## config.mk

```make
export PLATFORM = sky130hd
export DESIGN_NAME = multichannel_sample_history
export DESIGN_NICKNAME = d
export VERILOG_FILES = /design/src/rtl/multichannel_history_pkg.sv /design/src/rtl/multichannel_sample_history_channel.sv /design/src/rtl/multichannel_sample_history.sv
export SDC_FILE = /design/constraint.sdc
export NUM_CORES = 2
export LEC_CHECK = 0
export ABC_AREA = 1
export CAP_MARGIN = 20
export CORE_UTILIZATION = 55
export CTS_BUF_LIST = sky130_fd_sc_hd__clkbuf_4
export DETAILED_ROUTE_END_ITERATION = 10
export PLACE_DENSITY = 0.79
export SLEW_MARGIN = 15
export SYNTH_ARGS = -nofsm -noshare
export SYNTH_HDL_FRONTEND = slang
export SYNTH_HIERARCHICAL = 1
export SYNTH_SLANG_ARGS = --single-unit
```

## constraint.sdc

```tcl
create_clock -name clk -period 5.4 [get_ports clk]
set_input_delay 1.62 -clock clk [delete_from_list [all_inputs] [get_ports clk]]
set_output_delay 1.62 -clock clk [all_outputs]
set_load 0.005 [all_outputs]
```

## src/rtl/multichannel_history_pkg.sv

```systemverilog
// Shared width helpers and default sizing for the multichannel sample history.
package multichannel_history_pkg;

    function automatic int unsigned clog2_min1(input int unsigned v);
        return (v <= 1) ? 1 : $clog2(v);
    endfunction

    localparam int unsigned DEF_NUM_CHANNELS = 14;
    localparam int unsigned DEF_SAMPLE_WIDTH = 8;
    localparam int unsigned DEF_DEPTH        = 10;

    localparam int unsigned DEF_CH_W  = clog2_min1(DEF_NUM_CHANNELS);
    localparam int unsigned DEF_TAP_W = clog2_min1(DEF_DEPTH);
    localparam int unsigned DEF_CNT_W = clog2_min1(DEF_DEPTH + 1);
    localparam int unsigned DEF_SUM_W = DEF_SAMPLE_WIDTH + DEF_CNT_W;

endpackage

```

## src/rtl/multichannel_sample_history_channel.sv

```systemverilog
// One channel's circular history: ring storage, write pointer, fill count and running
// window sum, plus a combinational tap lookup (tap 0 = newest sample).
module channel_history
    import multichannel_history_pkg::*;
#(
    parameter int unsigned SAMPLE_WIDTH = DEF_SAMPLE_WIDTH,
    parameter int unsigned DEPTH        = DEF_DEPTH,
    localparam int unsigned TAP_W       = clog2_min1(DEPTH),
    localparam int unsigned CNT_W       = clog2_min1(DEPTH + 1),
    localparam int unsigned SUM_W       = SAMPLE_WIDTH + CNT_W
) (
    input  logic                    clk,
    input  logic                    reset,
    input  logic                    wr_en,
    input  logic                    clr,
    input  logic [SAMPLE_WIDTH-1:0] wr_sample,
    input  logic [TAP_W-1:0]        rd_tap,
    output logic [SAMPLE_WIDTH-1:0] rd_sample_c,
    output logic                    rd_hit_c,
    output logic [CNT_W-1:0]        count,
    output logic [SUM_W-1:0]        sum
);

    logic [SAMPLE_WIDTH-1:0] mem [DEPTH];
    logic [TAP_W-1:0]        wr_ptr;
    logic [SAMPLE_WIDTH-1:0] evict_c;
    logic [TAP_W-1:0]        tap_lim_c;
    logic [TAP_W:0]          idx_base_c;
    logic [TAP_W-1:0]        idx_c;

    assign evict_c = mem[wr_ptr];

    // Pointer, fill level and sum; clear wins over a coincident write.
    always_ff @(posedge clk) begin
        if (reset || clr) begin
            wr_ptr <= '0;
            count  <= '0;
            sum    <= '0;
        end else if (wr_en) begin
            wr_ptr <= (wr_ptr == TAP_W'(DEPTH - 1)) ? '0 : wr_ptr + TAP_W'(1);
            if (count < CNT_W'(DEPTH)) begin
                count <= count + CNT_W'(1);
                sum   <= sum + SUM_W'(wr_sample);
            end else begin
                sum   <= sum - SUM_W'(evict_c) + SUM_W'(wr_sample);
            end
        end
    end

    // Storage is deliberately not reset.
    always_ff @(posedge clk) begin
        if (wr_en && !clr && !reset) begin
            mem[wr_ptr] <= wr_sample;
        end
    end

    // Age-to-slot mapping: (wr_ptr - 1 - tap) mod DEPTH, kept non-negative by adding DEPTH.
    always_comb begin
        rd_hit_c   = (CNT_W'(rd_tap) < count);
        tap_lim_c  = rd_hit_c ? rd_tap : '0;
        idx_base_c = (TAP_W+1)'(wr_ptr) + (TAP_W+1)'(DEPTH - 1) - (TAP_W+1)'(tap_lim_c);
        if (idx_base_c >= (TAP_W+1)'(DEPTH)) begin
            idx_c = TAP_W'(idx_base_c - (TAP_W+1)'(DEPTH));
        end else begin
            idx_c = TAP_W'(idx_base_c);
        end
        rd_sample_c = mem[idx_c];
    end

endmodule

```

## src/rtl/multichannel_sample_history.sv

```systemverilog
// Per-channel sample history with registered tap-read and window-sum query ports
// and per-channel clear.
module multichannel_sample_history
    import multichannel_history_pkg::*;
#(
    parameter int unsigned NUM_CHANNELS = DEF_NUM_CHANNELS,
    parameter int unsigned SAMPLE_WIDTH = DEF_SAMPLE_WIDTH,
    parameter int unsigned DEPTH        = DEF_DEPTH,
    localparam int unsigned CH_W        = clog2_min1(NUM_CHANNELS),
    localparam int unsigned TAP_W       = clog2_min1(DEPTH),
    localparam int unsigned CNT_W       = clog2_min1(DEPTH + 1),
    localparam int unsigned SUM_W       = SAMPLE_WIDTH + CNT_W
) (
    input  logic                    clk,
    input  logic                    reset,
    input  logic                    in_valid,
    input  logic [CH_W-1:0]         in_channel,
    input  logic [SAMPLE_WIDTH-1:0] in_sample,
    input  logic                    clr_valid,
    input  logic [CH_W-1:0]         clr_channel,
    input  logic                    rd_req,
    input  logic [CH_W-1:0]         rd_channel,
    input  logic [TAP_W-1:0]        rd_tap,
    output logic                    rd_valid,
    output logic [SAMPLE_WIDTH-1:0] rd_data,
    output logic                    rd_miss,
    input  logic                    sum_req,
    input  logic [CH_W-1:0]         sum_channel,
    output logic                    sum_valid,
    output logic [SUM_W-1:0]        sum_data,
    output logic [CNT_W-1:0]        sum_count
);

    logic [SAMPLE_WIDTH-1:0] ch_data  [NUM_CHANNELS];
    logic                    ch_hit   [NUM_CHANNELS];
    logic [CNT_W-1:0]        ch_count [NUM_CHANNELS];
    logic [SUM_W-1:0]        ch_sum   [NUM_CHANNELS];

    logic                    sel_hit_c;
    logic [SAMPLE_WIDTH-1:0] sel_data_c;
    logic [CNT_W-1:0]        sel_count_c;
    logic [SUM_W-1:0]        sel_sum_c;

    for (genvar g = 0; g < NUM_CHANNELS; g++) begin : g_ch
        channel_history #(
            .SAMPLE_WIDTH(SAMPLE_WIDTH),
            .DEPTH       (DEPTH)
        ) u_ch (
            .clk        (clk),
            .reset      (reset),
            .wr_en      (in_valid && (in_channel == CH_W'(g))),
            .clr        (clr_valid && (clr_channel == CH_W'(g))),
            .wr_sample  (in_sample),
            .rd_tap     (rd_tap),
            .rd_sample_c(ch_data[g]),
            .rd_hit_c   (ch_hit[g]),
            .count      (ch_count[g]),
            .sum        (ch_sum[g])
        );
    end

    // Channel select; an out-of-range channel matches nothing and yields miss / 0 / 0.
    always_comb begin
        sel_hit_c   = 1'b0;
        sel_data_c  = '0;
        sel_count_c = '0;
        sel_sum_c   = '0;
        for (int unsigned c = 0; c < NUM_CHANNELS; c++) begin
            if (rd_channel == CH_W'(c)) begin
                sel_hit_c  = ch_hit[c];
                sel_data_c = ch_data[c];
            end
            if (sum_channel == CH_W'(c)) begin
                sel_count_c = ch_count[c];
                sel_sum_c   = ch_sum[c];
            end
        end
    end

    // Response registers; data holds between responses, strobes qualify.
    always_ff @(posedge clk) begin
        if (reset) begin
            rd_valid  <= 1'b0;
            rd_data   <= '0;
            rd_miss   <= 1'b0;
            sum_valid <= 1'b0;
            sum_data  <= '0;
            sum_count <= '0;
        end else begin
            rd_valid  <= rd_req;
            sum_valid <= sum_req;
            if (rd_req) begin
                rd_data <= sel_hit_c ? sel_data_c : '0;
                rd_miss <= !sel_hit_c;
            end
            if (sum_req) begin
                sum_data  <= sel_sum_c;
                sum_count <= sel_count_c;
            end
        end
    end

endmodule
```

==> flow_summary.toml <==
[drt]
drc = 0
via_per_inst = 5.83
wl_per_cell_um = 20.9
wirelength_um = 322000
first_pass_iters = 8
drt_iter0_markers = 10455
postRouteAntennaNets = 0
num_vias = 89840

[final_layout]
syn_to_final_growth_pct = 13.1
final_core_util_pct = 62.7
layout_common_cells = "nand2_1, inv_1, edfxtp_1"
fin_nets = 13398
layout_commonest_cell = "nand2_1"
n_fill_cell = 15372
drive_above_1_share_pct = 12.9

[worst_setup_path]
cp_slowest_cell = "fa_1"
cp_common_cell = "nand2_1"
reg2regPathDepth = 36
critPathCaptureType = "flop"
crit_path_start_kind = "primary input"
max_stage_delay_ps = 510
crit_required_ps = 6690
crit_cells = 32
cpLargestDelayFamily = "simple AND/OR/NAND/NOR gates"
cp.arrival_ps = 6470
path_max_fanout = 7
cp_num_buf_inv = 7
worstSetupPathType = "in2reg"

[yosys]
ys_top_cells_by_area = "edfxtp_1, nand2_1, dfxtp_1"
yosysWarnings = 6
ys_ff_latch = 1483
syn_nets = 12583
ys_types = 57
synth_area_leader_cell = "edfxtp_1"
avgSynthCellArea_um2 = 8.21
synth_top_area_share_pct = 34.3
synth_area_um2 = 97900
synth_cells = 11933
synthArstFlopShare_pct = 0
synth_enable_flop_cells = 1120
seq_area_frac_synth_pct = 41.8
synth_flop_cell = "edfxtp_1"

[pwr]
p_per_area_nw_per_um2 = 260
power.leakage_nw = 50.1
worst_ir_drop_vdd_mv = 0.286

[min_path]
whs_path_depth = 2
hold_path.class = "reg2reg"

[placement]
placement.io_buffers = 60
routabilityCongestion = 1.06
dp_hpwl_um = 240000

[sta]
post-route-period-util_pct = 96.0
worst-slew-pin-transition_ps = 1060
maxSlewHeadroom_pct = 29.1
hold_viol = 0
fmax_ghz = 0.193
fin_skew_ps = 89.7
drv_slew = 0
setup-violations-final = 0
period_minus_slack_ps = 5180
hold_ws_ps = 473

[clock_network]
cts.path.max_buffers = 4
numCtsBuffers = 402
cts_tree = "built"
clkSlewWorstSetupHoldPaths_ps = 70
cts_root_buffer = "clkbuf_4"
cts_sinks = 1483
clock_latency_ps = 1440
htreeDepth = 5

[grt]
grt_pass1_vias = 85610
grt_usage_pct = 35.2
grt_first_pass_wirelength_um = 488000
overflow = 0
antenna_found_initial = 14
grt_max_degree = 58

[floorplanning]
dieArea_um2 = 180000
die_width_um = 424
die_y_um = 424
start_util_pct = 55.5
io_pins = 61
rows = 154
coreArea_um2 = 176000

[run_status]
status = "complete, no violations"

[flow_run]
maxCapViolations = 0
==> layer usage <==
metal  vias up  GRT usage, %  part of all wire, %
met5         -             0               0.0071
met1     42384          47.8                   41
li1      42172             -                    -
met4         4          17.0                  4.9
met2      4480          53.6                   44
met3       800          7.05                   10
==> final cells by class <==
cell class | count | area [um2] | area share, %
multi-input cells | 8167 | 48100 | 43.4
flip-flops and latches | 1483 | 40900 | 36.9
inverters | 1883 | 7080 | 6.39
repair buffers | 811 | 6690 | 6.04
clock buffers | 580 | 4350 | 3.93
well taps | 2340 | 2930 | 2.64
clock inverters | 139 | 667 | 0.602
diodes | 9 | 22.5 | 0.0203
==> flip-flops by register name, indices dropped and copies added, names as in the netlist, named ones only <==
signal and cells:
sum_count 4, g_ch.u_ch/sum 168, g_ch.u_ch/wr_ptr 56, rd_miss 1, g_ch.u_ch/mem 1120, g_ch.u_ch/count 56
rd_valid 1, rd_data 8, sum_data 12, sum_valid 1
==> worst reg2reg max path: cells and delay by family, from the launching register on <==
family	cells	cell delay [ps]
adders and majority gates	5	1480
and+or+nand+nor	23	2340
AOI/OAI and AO/OA	1	80
buffers and inverters	7	780
DFF	1	380
==> logic make-up (layout without fill, tap and decap cells) <==
group                      count (synthesis)  in the layout  share of synthesized area, %
xor gates and xnor gates                  87             87                         0.793
muxes                                    559            559                          5.71
and+or+nand+nor                         4746           4746                          21.0
other                                      0              9                             0
adders and majority gates                616            616                          8.94
buffers and inverters                   2283           3413                          9.21
DFF                                     1483           1483                          41.8
AOI/OAI and AO/OA                       2159           2159                          12.6
==> report_power, final <==
| group | switching (mW) | internal [mW] |
|---|---|---|
| Clock | 4.93 | 5.13 |
| Sequential | 0.117 | 12.3 |
| Combinational | 4.06 | 2.30 |
==> repair_timing <==
item | 4_1_cts | 5_1_grt
gates resized for setup | 0 | 19
hold buffers | 0 | 0
setup buffers | 0 | 2
setup endpoints to repair | 0 | 8
endpoints found under the hold margin | 0 | 0
==> per-stage QoR <==
stage          cells  TNS [ps]  cell area (um2)  power, mW  setup WS (ps)
3_3_place_gp   14682     -8600           106000       18.7          -1220
3_5_place_dp   14682     -9180           106000       18.8          -1230
6_report       15412         0           111000       28.8            219
5_1_grt        15409     -1.61           111000       30.1          -1.61
4_1_cts        15401         0           111000       28.8            282
2_1_floorplan  11933         0            97900       16.3            127
==> synthesized netlist by cell type, types with 17 or more instances <==
library cell / number
nand2_1: 2548
inv_1: 1832
edfxtp_1: 1120
nand3_1: 1065
o21ai_0: 795
a21oi_1: 787
nor2_1: 707
mux2i_1: 559
ha_1: 476
dfxtp_1: 363
o211ai_1: 312
clkbuf_1: 223
nand4_1: 150
fa_1: 140
buf_2: 127
o311ai_0: 65
xor2_1: 65
or2_2: 63
a31oi_1: 58
nor3_1: 47
nand2_2: 42
o21ai_2: 35
buf_6: 30
a21o_1: 27
inv_2: 27
nand2_4: 22
clkinv_1: 21
xnor2_1: 20
nor2_2: 19
nand3b_1: 17
==> worst paths after layout <==
check                                     start                        end  slack (ps)
min reg2reg           sum_data[10]$_SDFFE_PP0P_  sum_data[10]$_SDFFE_PP0P_         470
min                   sum_data[10]$_SDFFE_PP0P_  sum_data[10]$_SDFFE_PP0P_         470
max                                   rd_tap[3]    rd_data[6]$_SDFFE_PP0P_         220
max reg2reg  g_ch[2].u_ch/count[1]$_SDFFE_PP0P_    rd_data[6]$_SDFFE_PP0P_         270
No activity file was read; power rests on OpenSTA's default activity.
